--- src/rtl/dpram_port_arbiter.sv ---
// Round-robin arbiter sharing the two ports of an asynchronous dual-port RAM among
// NUM_REQ requesters, with registered RAM drive and a fixed 2-cycle read latency.

module dpram_port_arbiter_rsp_lane #(
    parameter int DATA_WIDTH = 8
) (
    input  logic                  clk,
    input  logic                  reset,
    input  logic                  hit_a,
    input  logic                  hit_b,
    input  logic [DATA_WIDTH-1:0] rdata_a,
    input  logic [DATA_WIDTH-1:0] rdata_b,
    output logic                  rsp_valid,
    output logic [DATA_WIDTH-1:0] rsp_rdata
);
    // A requester owns at most one port per cycle, so hit_a and hit_b are exclusive.
    always_ff @(posedge clk or posedge reset) begin
        if (reset) begin
            rsp_valid <= 1'b0;
            rsp_rdata <= '0;
        end else begin
            rsp_valid <= hit_a | hit_b;
            if (hit_a)
                rsp_rdata <= rdata_a;
            else if (hit_b)
                rsp_rdata <= rdata_b;
        end
    end
endmodule

module dpram_port_arbiter #(
    parameter int NUM_REQ    = 4,
    parameter int DATA_WIDTH = 8,
    parameter int ADDR_WIDTH = 4
) (
    input  logic                             clk,
    input  logic                             reset,
    input  logic [NUM_REQ-1:0]               req_valid,
    input  logic [NUM_REQ-1:0]               req_write,
    input  logic [NUM_REQ*ADDR_WIDTH-1:0]    req_addr,
    input  logic [NUM_REQ*DATA_WIDTH-1:0]    req_wdata,
    output logic [NUM_REQ-1:0]               req_ready,
    output logic [NUM_REQ-1:0]               rsp_valid,
    output logic [NUM_REQ*DATA_WIDTH-1:0]    rsp_rdata,
    output logic [ADDR_WIDTH-1:0]            ram_addr_a,
    output logic [ADDR_WIDTH-1:0]            ram_addr_b,
    output logic [DATA_WIDTH-1:0]            ram_wdata_a,
    output logic [DATA_WIDTH-1:0]            ram_wdata_b,
    output logic                             ram_we_a,
    output logic                             ram_we_b,
    output logic                             ram_re_a,
    output logic                             ram_re_b,
    input  logic [DATA_WIDTH-1:0]            ram_rdata_a,
    input  logic [DATA_WIDTH-1:0]            ram_rdata_b,
    output logic [7:0]                       hazard_cnt
);
    localparam int IDX_W = $clog2(NUM_REQ);

    typedef struct packed {
        logic                  write;
        logic [ADDR_WIDTH-1:0] addr;
        logic [DATA_WIDTH-1:0] wdata;
    } req_t;

    req_t             req [NUM_REQ];
    logic [IDX_W-1:0] ptr;
    logic [IDX_W-1:0] idx_a;
    logic [IDX_W-1:0] idx_b;
    logic [IDX_W-1:0] last_idx;
    logic [IDX_W-1:0] sel_a;
    logic [IDX_W-1:0] sel_b;
    logic             found_a;
    logic             found_b;
    logic             hazard;
    logic             grant_b;
    logic [NUM_REQ-1:0] hit_a;
    logic [NUM_REQ-1:0] hit_b;

    function automatic logic [IDX_W-1:0] wrap_idx(input logic [IDX_W-1:0] base, input int k);
        int s;
        s = int'(base) + k;
        if (s >= NUM_REQ)
            s = s - NUM_REQ;
        return IDX_W'(s);
    endfunction

    for (genvar i = 0; i < NUM_REQ; i++) begin : g_req
        assign req[i] = '{write: req_write[i],
                          addr:  req_addr[i*ADDR_WIDTH +: ADDR_WIDTH],
                          wdata: req_wdata[i*DATA_WIDTH +: DATA_WIDTH]};
    end

    // First two valid requesters in round-robin order from the pointer.
    always_comb begin
        found_a = 1'b0;
        found_b = 1'b0;
        idx_a   = '0;
        idx_b   = '0;
        for (int k = 0; k < NUM_REQ; k++) begin
            if (req_valid[wrap_idx(ptr, k)]) begin
                if (!found_a) begin
                    found_a = 1'b1;
                    idx_a   = wrap_idx(ptr, k);
                end else if (!found_b) begin
                    found_b = 1'b1;
                    idx_b   = wrap_idx(ptr, k);
                end
            end
        end
    end

    // Read/read to one address is harmless; anything involving a write is deferred.
    assign hazard   = found_b && (req[idx_a].addr == req[idx_b].addr)
                      && (req[idx_a].write || req[idx_b].write);
    assign grant_b  = found_b && !hazard;
    assign last_idx = grant_b ? idx_b : idx_a;

    always_comb begin
        req_ready = '0;
        if (found_a)
            req_ready[idx_a] = 1'b1;
        if (grant_b)
            req_ready[idx_b] = 1'b1;
    end

    always_ff @(posedge clk or posedge reset) begin
        if (reset) begin
            ptr        <= '0;
            hazard_cnt <= '0;
        end else begin
            if (found_a)
                ptr <= (last_idx == IDX_W'(NUM_REQ - 1)) ? '0 : last_idx + 1'b1;
            if (hazard && hazard_cnt != 8'hFF)
                hazard_cnt <= hazard_cnt + 8'd1;
        end
    end

    // RAM pins come straight from flops so the async RAM never sees a glitch.
    always_ff @(posedge clk or posedge reset) begin
        if (reset) begin
            ram_we_a    <= 1'b0;
            ram_re_a    <= 1'b0;
            ram_addr_a  <= '0;
            ram_wdata_a <= '0;
            sel_a       <= '0;
        end else begin
            ram_we_a <= found_a && req[idx_a].write;
            ram_re_a <= found_a && !req[idx_a].write;
            if (found_a) begin
                ram_addr_a  <= req[idx_a].addr;
                ram_wdata_a <= req[idx_a].wdata;
                sel_a       <= idx_a;
            end
        end
    end

    always_ff @(posedge clk or posedge reset) begin
        if (reset) begin
            ram_we_b    <= 1'b0;
            ram_re_b    <= 1'b0;
            ram_addr_b  <= '0;
            ram_wdata_b <= '0;
            sel_b       <= '0;
        end else begin
            ram_we_b <= grant_b && req[idx_b].write;
            ram_re_b <= grant_b && !req[idx_b].write;
            if (grant_b) begin
                ram_addr_b  <= req[idx_b].addr;
                ram_wdata_b <= req[idx_b].wdata;
                sel_b       <= idx_b;
            end
        end
    end

    for (genvar i = 0; i < NUM_REQ; i++) begin : g_rsp
        assign hit_a[i] = ram_re_a && (sel_a == IDX_W'(i));
        assign hit_b[i] = ram_re_b && (sel_b == IDX_W'(i));

        dpram_port_arbiter_rsp_lane #(
            .DATA_WIDTH(DATA_WIDTH)
        ) u_lane (
            .clk       (clk),
            .reset     (reset),
            .hit_a     (hit_a[i]),
            .hit_b     (hit_b[i]),
            .rdata_a   (ram_rdata_a),
            .rdata_b   (ram_rdata_b),
            .rsp_valid (rsp_valid[i]),
            .rsp_rdata (rsp_rdata[i*DATA_WIDTH +: DATA_WIDTH])
        );
    end
endmodule

--- config.mk ---
export PLATFORM = sky130hd
export DESIGN_NAME = dpram_port_arbiter
export DESIGN_NICKNAME = d
export VERILOG_FILES = /design/src/rtl/dpram_port_arbiter.sv
export SDC_FILE = /design/constraint.sdc
export NUM_CORES = 1
export LEC_CHECK = 0
export BUFFER_PORTS_ARGS = -buffer_cell sky130_fd_sc_hd__buf_2
export CAP_MARGIN = 0
export CORE_UTILIZATION = 30
export DETAILED_ROUTE_END_ITERATION = 8
export PLACE_DENSITY_LB_ADDON = 0.2
export SYNTH_ARGS = -nofsm -noshare
export SYNTH_HDL_FRONTEND = slang
export SYNTH_SLANG_ARGS = --single-unit
--- constraint.sdc ---
create_clock -name clk -period 14.65 [get_ports clk]
set_input_delay 1.465 -clock clk [delete_from_list [all_inputs] [get_ports clk]]
set_output_delay 1.465 -clock clk [all_outputs]
set_load 0.01 [all_outputs]
# ---- After elaboration in Yosys (flattened, before gate mapping)
# Index checks and enable logic that the tools add are counted.
dict set report classes {
  addsub 9
  multipliers 0
  div 0
  magnitude_cmp 14
  n_eq_ne 9
  shift 0
  n_mux 59
  bitwise_logic 7
  n_reduce_logical 28
}
# cell count
set ops {}
lappend ops {{$mux 8} 8}
lappend ops {{$bmux 13 s2} 2}
lappend ops {{$mux 13} 4}
lappend ops {{$mux 2} 21}
lappend ops {{$logic_and 1x1->1} 18}
lappend ops {{$lt 2x3->1 const B} 6}
lappend ops {{$mux 1} 16}
lappend ops {{$ge 3x3->1 const B} 5}
lappend ops {{$eq 2x2->1 const B} 5}
lappend ops {{$add 8x1->8 const B} 1}
lappend ops {{$bmux 1 s2} 4}
lappend ops {{$mux 4} 2}
lappend ops {{$ne 8x8->1 const B} 1}
lappend ops {{$reduce_bool 2->1} 4}
lappend ops {{$sub 2x1->2 const B} 4}
lappend ops {{$add 2x2->3 const B} 2}
lappend ops {{$not 2->3} 2}
lappend ops {{$demux 1 s2} 2}
lappend ops {{$eq 2x1->1 const B} 2}
lappend ops {{$eq 4x4->1} 1}
lappend ops {{$ge 2x1->1 const B} 2}
lappend ops {{$logic_not 2->1} 2}
lappend ops {{$or 1x1->1} 4}
lappend ops {{$or 4x4->4} 1}
lappend ops {{5 further kinds} 7}
dict set report word_totals {
  register_bits 78
  latchBits 0
  ram_bits 0
  mem_bits_ro 0
  inputBits 74
  output_inout_bits 76
  word_cells 146
  mem_count 0
}

# ---- Logic depth before layout (Yosys ltp)
dict set report logic_depth {
  word_depth 25
  mapped_depth 15
  ltp_nobuf 11
}

# ---- By module
# Synthesis repeated with hierarchy kept, for this count alone.
dict set report hier_totals {
  cells_unflattened 503
  hier_area_um2 4777.1
}
# module instances cells_each area_per_inst_um2 seq_area_each_um2
set by_module_without_submodules {}
lappend by_module_without_submodules {dpram_port_arbiter 1 355 3145.5 1051.0}
lappend by_module_without_submodules {dpram_port_arbiter_rsp_lane 4 37 407.9 225.2}

# ---- Worst setup path after synthesis
# No wires, ideal clock.
dict set report synth_path {
  path_kind {input to output}
  from {input req_valid[1]}
  to {output req_ready[0]}
  arrival_ns 5.043
  required_time_ns 13.185
  path_slack_ns 8.142
  path_stages 14
  n_path_buf 5
  path_cell_list {clkbuf_1 > clkbuf_1 > mux4_2 > ha_1 > mux2i_1 > or3b_1 > a32o_1 > buf_6 > mux4_1 > o21ai_4 > o21bai_2 > buf_6 > buf_12 > o32ai_1}
}
dict set report synth_between {
  elab_chain_len 21
  word_cells_on_any_way 60
  classes_between {order compare (4); eq/ne (1); mux (45); bitwise (3); reduce/logical (7)}
}
# element line_no
set synth_lines {}
lappend synth_lines {{start, declared} 38} ;# input logic [NUM_REQ-1:0] req_valid,
lappend synth_lines {{$bmux 1 s2} 100} ;# if (req_valid[wrap_idx(ptr, k)]) begin
lappend synth_lines {{$mux 1 (not written as such)} 100}
lappend synth_lines {{$mux 1} 100}
lappend synth_lines {{$mux 2 / $mux 1 (equally long branches)} 101} ;# if (!found_a) begin
lappend synth_lines {{$mux 2 / $mux 1 (equally long branches)} 100}
lappend synth_lines {{$mux 2} 104} ;# end else if (!found_b) begin
lappend synth_lines {{$mux 2} 101}
lappend synth_lines {{$mux 2} 100}
lappend synth_lines {{[4 not listed]} --}
lappend synth_lines {{$bmux 13 s2} {113, 114}}
lappend synth_lines {{$mux 13 (2 in a row)} --}
lappend synth_lines {{$eq 4x4->1} 113} ;# assign hazard = found_b && (req[idx_a].addr == req[idx_b].addr)
lappend synth_lines {{$logic_and 1x1->1} 113}
lappend synth_lines {{$logic_and 1x1->1} 114} ;# && (req[idx_a].write || req[idx_b].write);
lappend synth_lines {{$logic_not 1->1} 115} ;# assign grant_b = found_b && !hazard;
lappend synth_lines {{$logic_and 1x1->1} 115}
lappend synth_lines {{$mux 4 (*)} 122} ;# if (grant_b)
lappend synth_lines {{end, declared} 42} ;# output logic [NUM_REQ-1:0] req_ready,
# Every way passes the cells marked *; elsewhere a longest branch is shown, timed or not. The select of a mux whose other input is x is not followed.

# ---- Final worst setup path
dict set report layout_path {
  from {input req_valid[1]}
  to {output req_ready[3]}
}
# The elaborated chain is that of the path after synthesis.

==> run metrics <==
Ports 150; Min-Delay Path Class reg -> reg; status complete, no violations; Fillers 1601; nets@finish 710; area occupied by registers 1950 µm²; Post-Synth XOR/XNOR Area 0.0229; largest area contributor in the netlist dfrtp_1; Startpoint Class input pin; Cell Area, Placed 5740 µm²; CTS Buffer Depth 2; Initial Utilization 0.307; Max-slew headroom 0.313; register bit count reported by yosys 78; crit path capture type output port; num rows 46; final instance area 6100 µm²; clock sinks 78; vias per cell 4.98; Most used DFF post-synth dfrtp_1; Core ar. 15800 µm²; largest cells by area after synthesis dfrtp_1 40%, mux2i_1 9.7%, nand2_1 8.1%, o21ai_0 5.7%, mux2_2 4.6%; Distinct cells, synth 60; Post-synth EDFFs 0; grt total ovfl 0; final hold violation count 0; Clock Latency Late Sink 340 ps; number of synthesis warnings 0; Setup violations, final 0; Synth top area share 0.402; clk root buf clkbuf_16; antenna violations before repair 0; layout cell share with drive strength beyond 1 0.350; hold_buf cts 0; Worst VDD drop 0.0732 mV; via count 4250; CP Class in -> out; GRT Total Usage 0.171; Seq/Total Area, Yosys 0.402; Mean Syn Cell Area 9.58 µm²; initial drt markers 157; fin crit period 6880 ps; Post-Route WL 13.9 mm; post_cts resized 0; WL per Instance 16.2 µm; Synth Area in Adders 0.00773; Max Cap Viol 0; Critical Path Fanout Max 23; post-DP HPWL 10.2 mm; Compound-Gate Fraction of Synth Area 0.130; clk_skew 5.52 ps; setup bufs post-CTS 0; area of the multi-input gates 2700 µm²; Worst-Margin Slew 1030 ps; number of buffers created by CTS 9; die width 129 µm; Syn Inst Count 507; Post-Place Cells 838; WP data arrival 5410 ps; Synth Area in Simple Gates 0.187; vias in the first global route 4231; RSZ-0062 raised after global routing no; Slew Limit Fails 0; fmax 145 MHz; antenna-violating nets left 0; Placer Congestion 0.797; Port Buf Inserts 149; first-pass GRT wire length 21.7 mm; multiplexer area fraction after synthesis 0.203; Post-Syn Area 4860 µm²; fin cells 854; die area 16700 µm²; # diodes 0; period utilization 0.469; TritonCTS clock tree yes; Worst R2R Setup Slack 9840 ps; Setup TNS 0 ps; largest family of logic cells by synthesized area multiplexers; area grow syn2layout 25.5%; LEAKAGE 0.00292 µW; CTS clk-pin slew, worst paths 60 ps; DRC 0; Syn Nets 584; ys async rst share 1.00; CTS H-tree depth 3; DR pass1 iterations 4; PwrDens 231 nW/µm²; Die Ht 129 µm; largest net degree at the start of global routing 79; Req. time, crit path 13190 ps
[metal layers]
| metal | share of wire | vias up | GRT usage |
|---|---|---|---|
| li1 | - | 2069 | - |
| met1 | 0.45 | 2049 | 0.214 |
| met2 | 0.48 | 112 | 0.281 |
| met3 | 0.050 | 20 | 0.0330 |
| met4 | 0.025 | 0 | 0.0879 |
| met5 | 0 | - | 0 |
[flip-flops by register name, summed over array words and instances, names as in the netlist, 4 cells and up]
signal and count:
g_rsp.u_lane.rsp_rdata 32, hazard_cnt 8, ram_wdata_a 8, ram_wdata_b 8
g_rsp.u_lane.rsp_valid 4, ram_addr_a 4, ram_addr_b 4
[cells in the mapped netlist (4+ instances only)]
| master | n |
|---|---|
| and3_1 | 10 |
| nand2_1 | 105 |
| a21oi_1 | 6 |
| nor2_1 | 14 |
| mux2i_1 | 47 |
| a211oi_1 | 8 |
| xor2_1 | 6 |
| nand3_1 | 7 |
| mux4_2 | 9 |
| a31oi_1 | 9 |
| clkbuf_1 | 29 |
| nand3b_1 | 5 |
| mux2_2 | 20 |
| mux2_4 | 4 |
| inv_1 | 7 |
| nand2b_1 | 7 |
| buf_4 | 4 |
| dfrtp_1 | 78 |
| nor3_1 | 6 |
| or3_1 | 5 |
| o21ai_0 | 55 |
[critical path: stages]
cell and delay [ps]:
buf_2 220, mux4_2 510, ha_1 230, nand2b_1 80, a211oi_1 70, a211oi_1 390
and3_1 690, a211oi_1 220, o21ai_0 340, nand4_4 240, o31ai_1 560, o22ai_1 180
buf_2 200
[placed cells by master, fill, tap and decap left out, types with 6 or more instances in the layout]
cell type,netlist,layout
a211oi_1,8,7
clkbuf_16,0,9
a31oi_1,9,9
nor2_1,14,14
inv_1,7,6
o21ai_0,55,55
xor2_1,6,6
mux2i_1,47,47
buf_2,1,149
mux4_2,9,9
nand3_1,7,7
nand2_1,105,105
and3_1,10,10
dfrtp_1,78,78
mux2_2,20,20
a21oi_1,6,6
nand2b_1,7,7
buf_4,4,7
[final timing paths]
kind,cells after the start,endpoint,startpoint
max,13,req_ready[3],req_valid[1]
min,2,ram_wdata_a[7],ram_wdata_a[7]
max reg2reg,12,ram_wdata_b[6],ptr[0]
min reg2reg,2,ram_wdata_a[7],ram_wdata_a[7]
max in group asynchronous,3,ram_wdata_b[0],reset
min in group asynchronous,3,g_rsp[0].u_lane.rsp_rdata[6],reset
[final cells by class]
type | count | share of cell area
timing repair buffer | 156 | 0.131
sequential | 78 | 0.320
multi-input combinational | 381 | 0.442
inverter | 7 | 0.00451
tap | 216 | 0.0443
clock buffer | 10 | 0.0392
clock inverter | 6 | 0.0189
[kinds of logic (layout without fill, tap and decap cells)]
family | after synthesis | count (layout)
buf+inv | 48 | 179
flops | 78 | 78
mux | 81 | 81
xor+xnor | 11 | 11
fa+ha+maj | 3 | 3
simple gates | 185 | 185
compound gates | 101 | 101
[where the power goes]
group | switching (µW) | internal (µW)
registers | 74.9 | 321
logic | 419 | 329
clock network | 92.7 | 172
total | 587 | 822
[through the flow]
| step | power [µW] | setup WS, ps | hold slack [ps] | util |
|---|---|---|---|---|
| global route | 1520 | 7480 | 496 | 0.385 |
| CTS | 1430 | 7710 | 475 | 0.385 |
| detailed placement | 1160 | 7690 | 459 | 0.363 |
| floorplan | 930 | 8140 | 498 | - |
| global placement | 1140 | 7830 | 455 | 0.363 |
| finish | 1410 | 7770 | 476 | 0.385 |
Power figures use the tool's default switching activity.
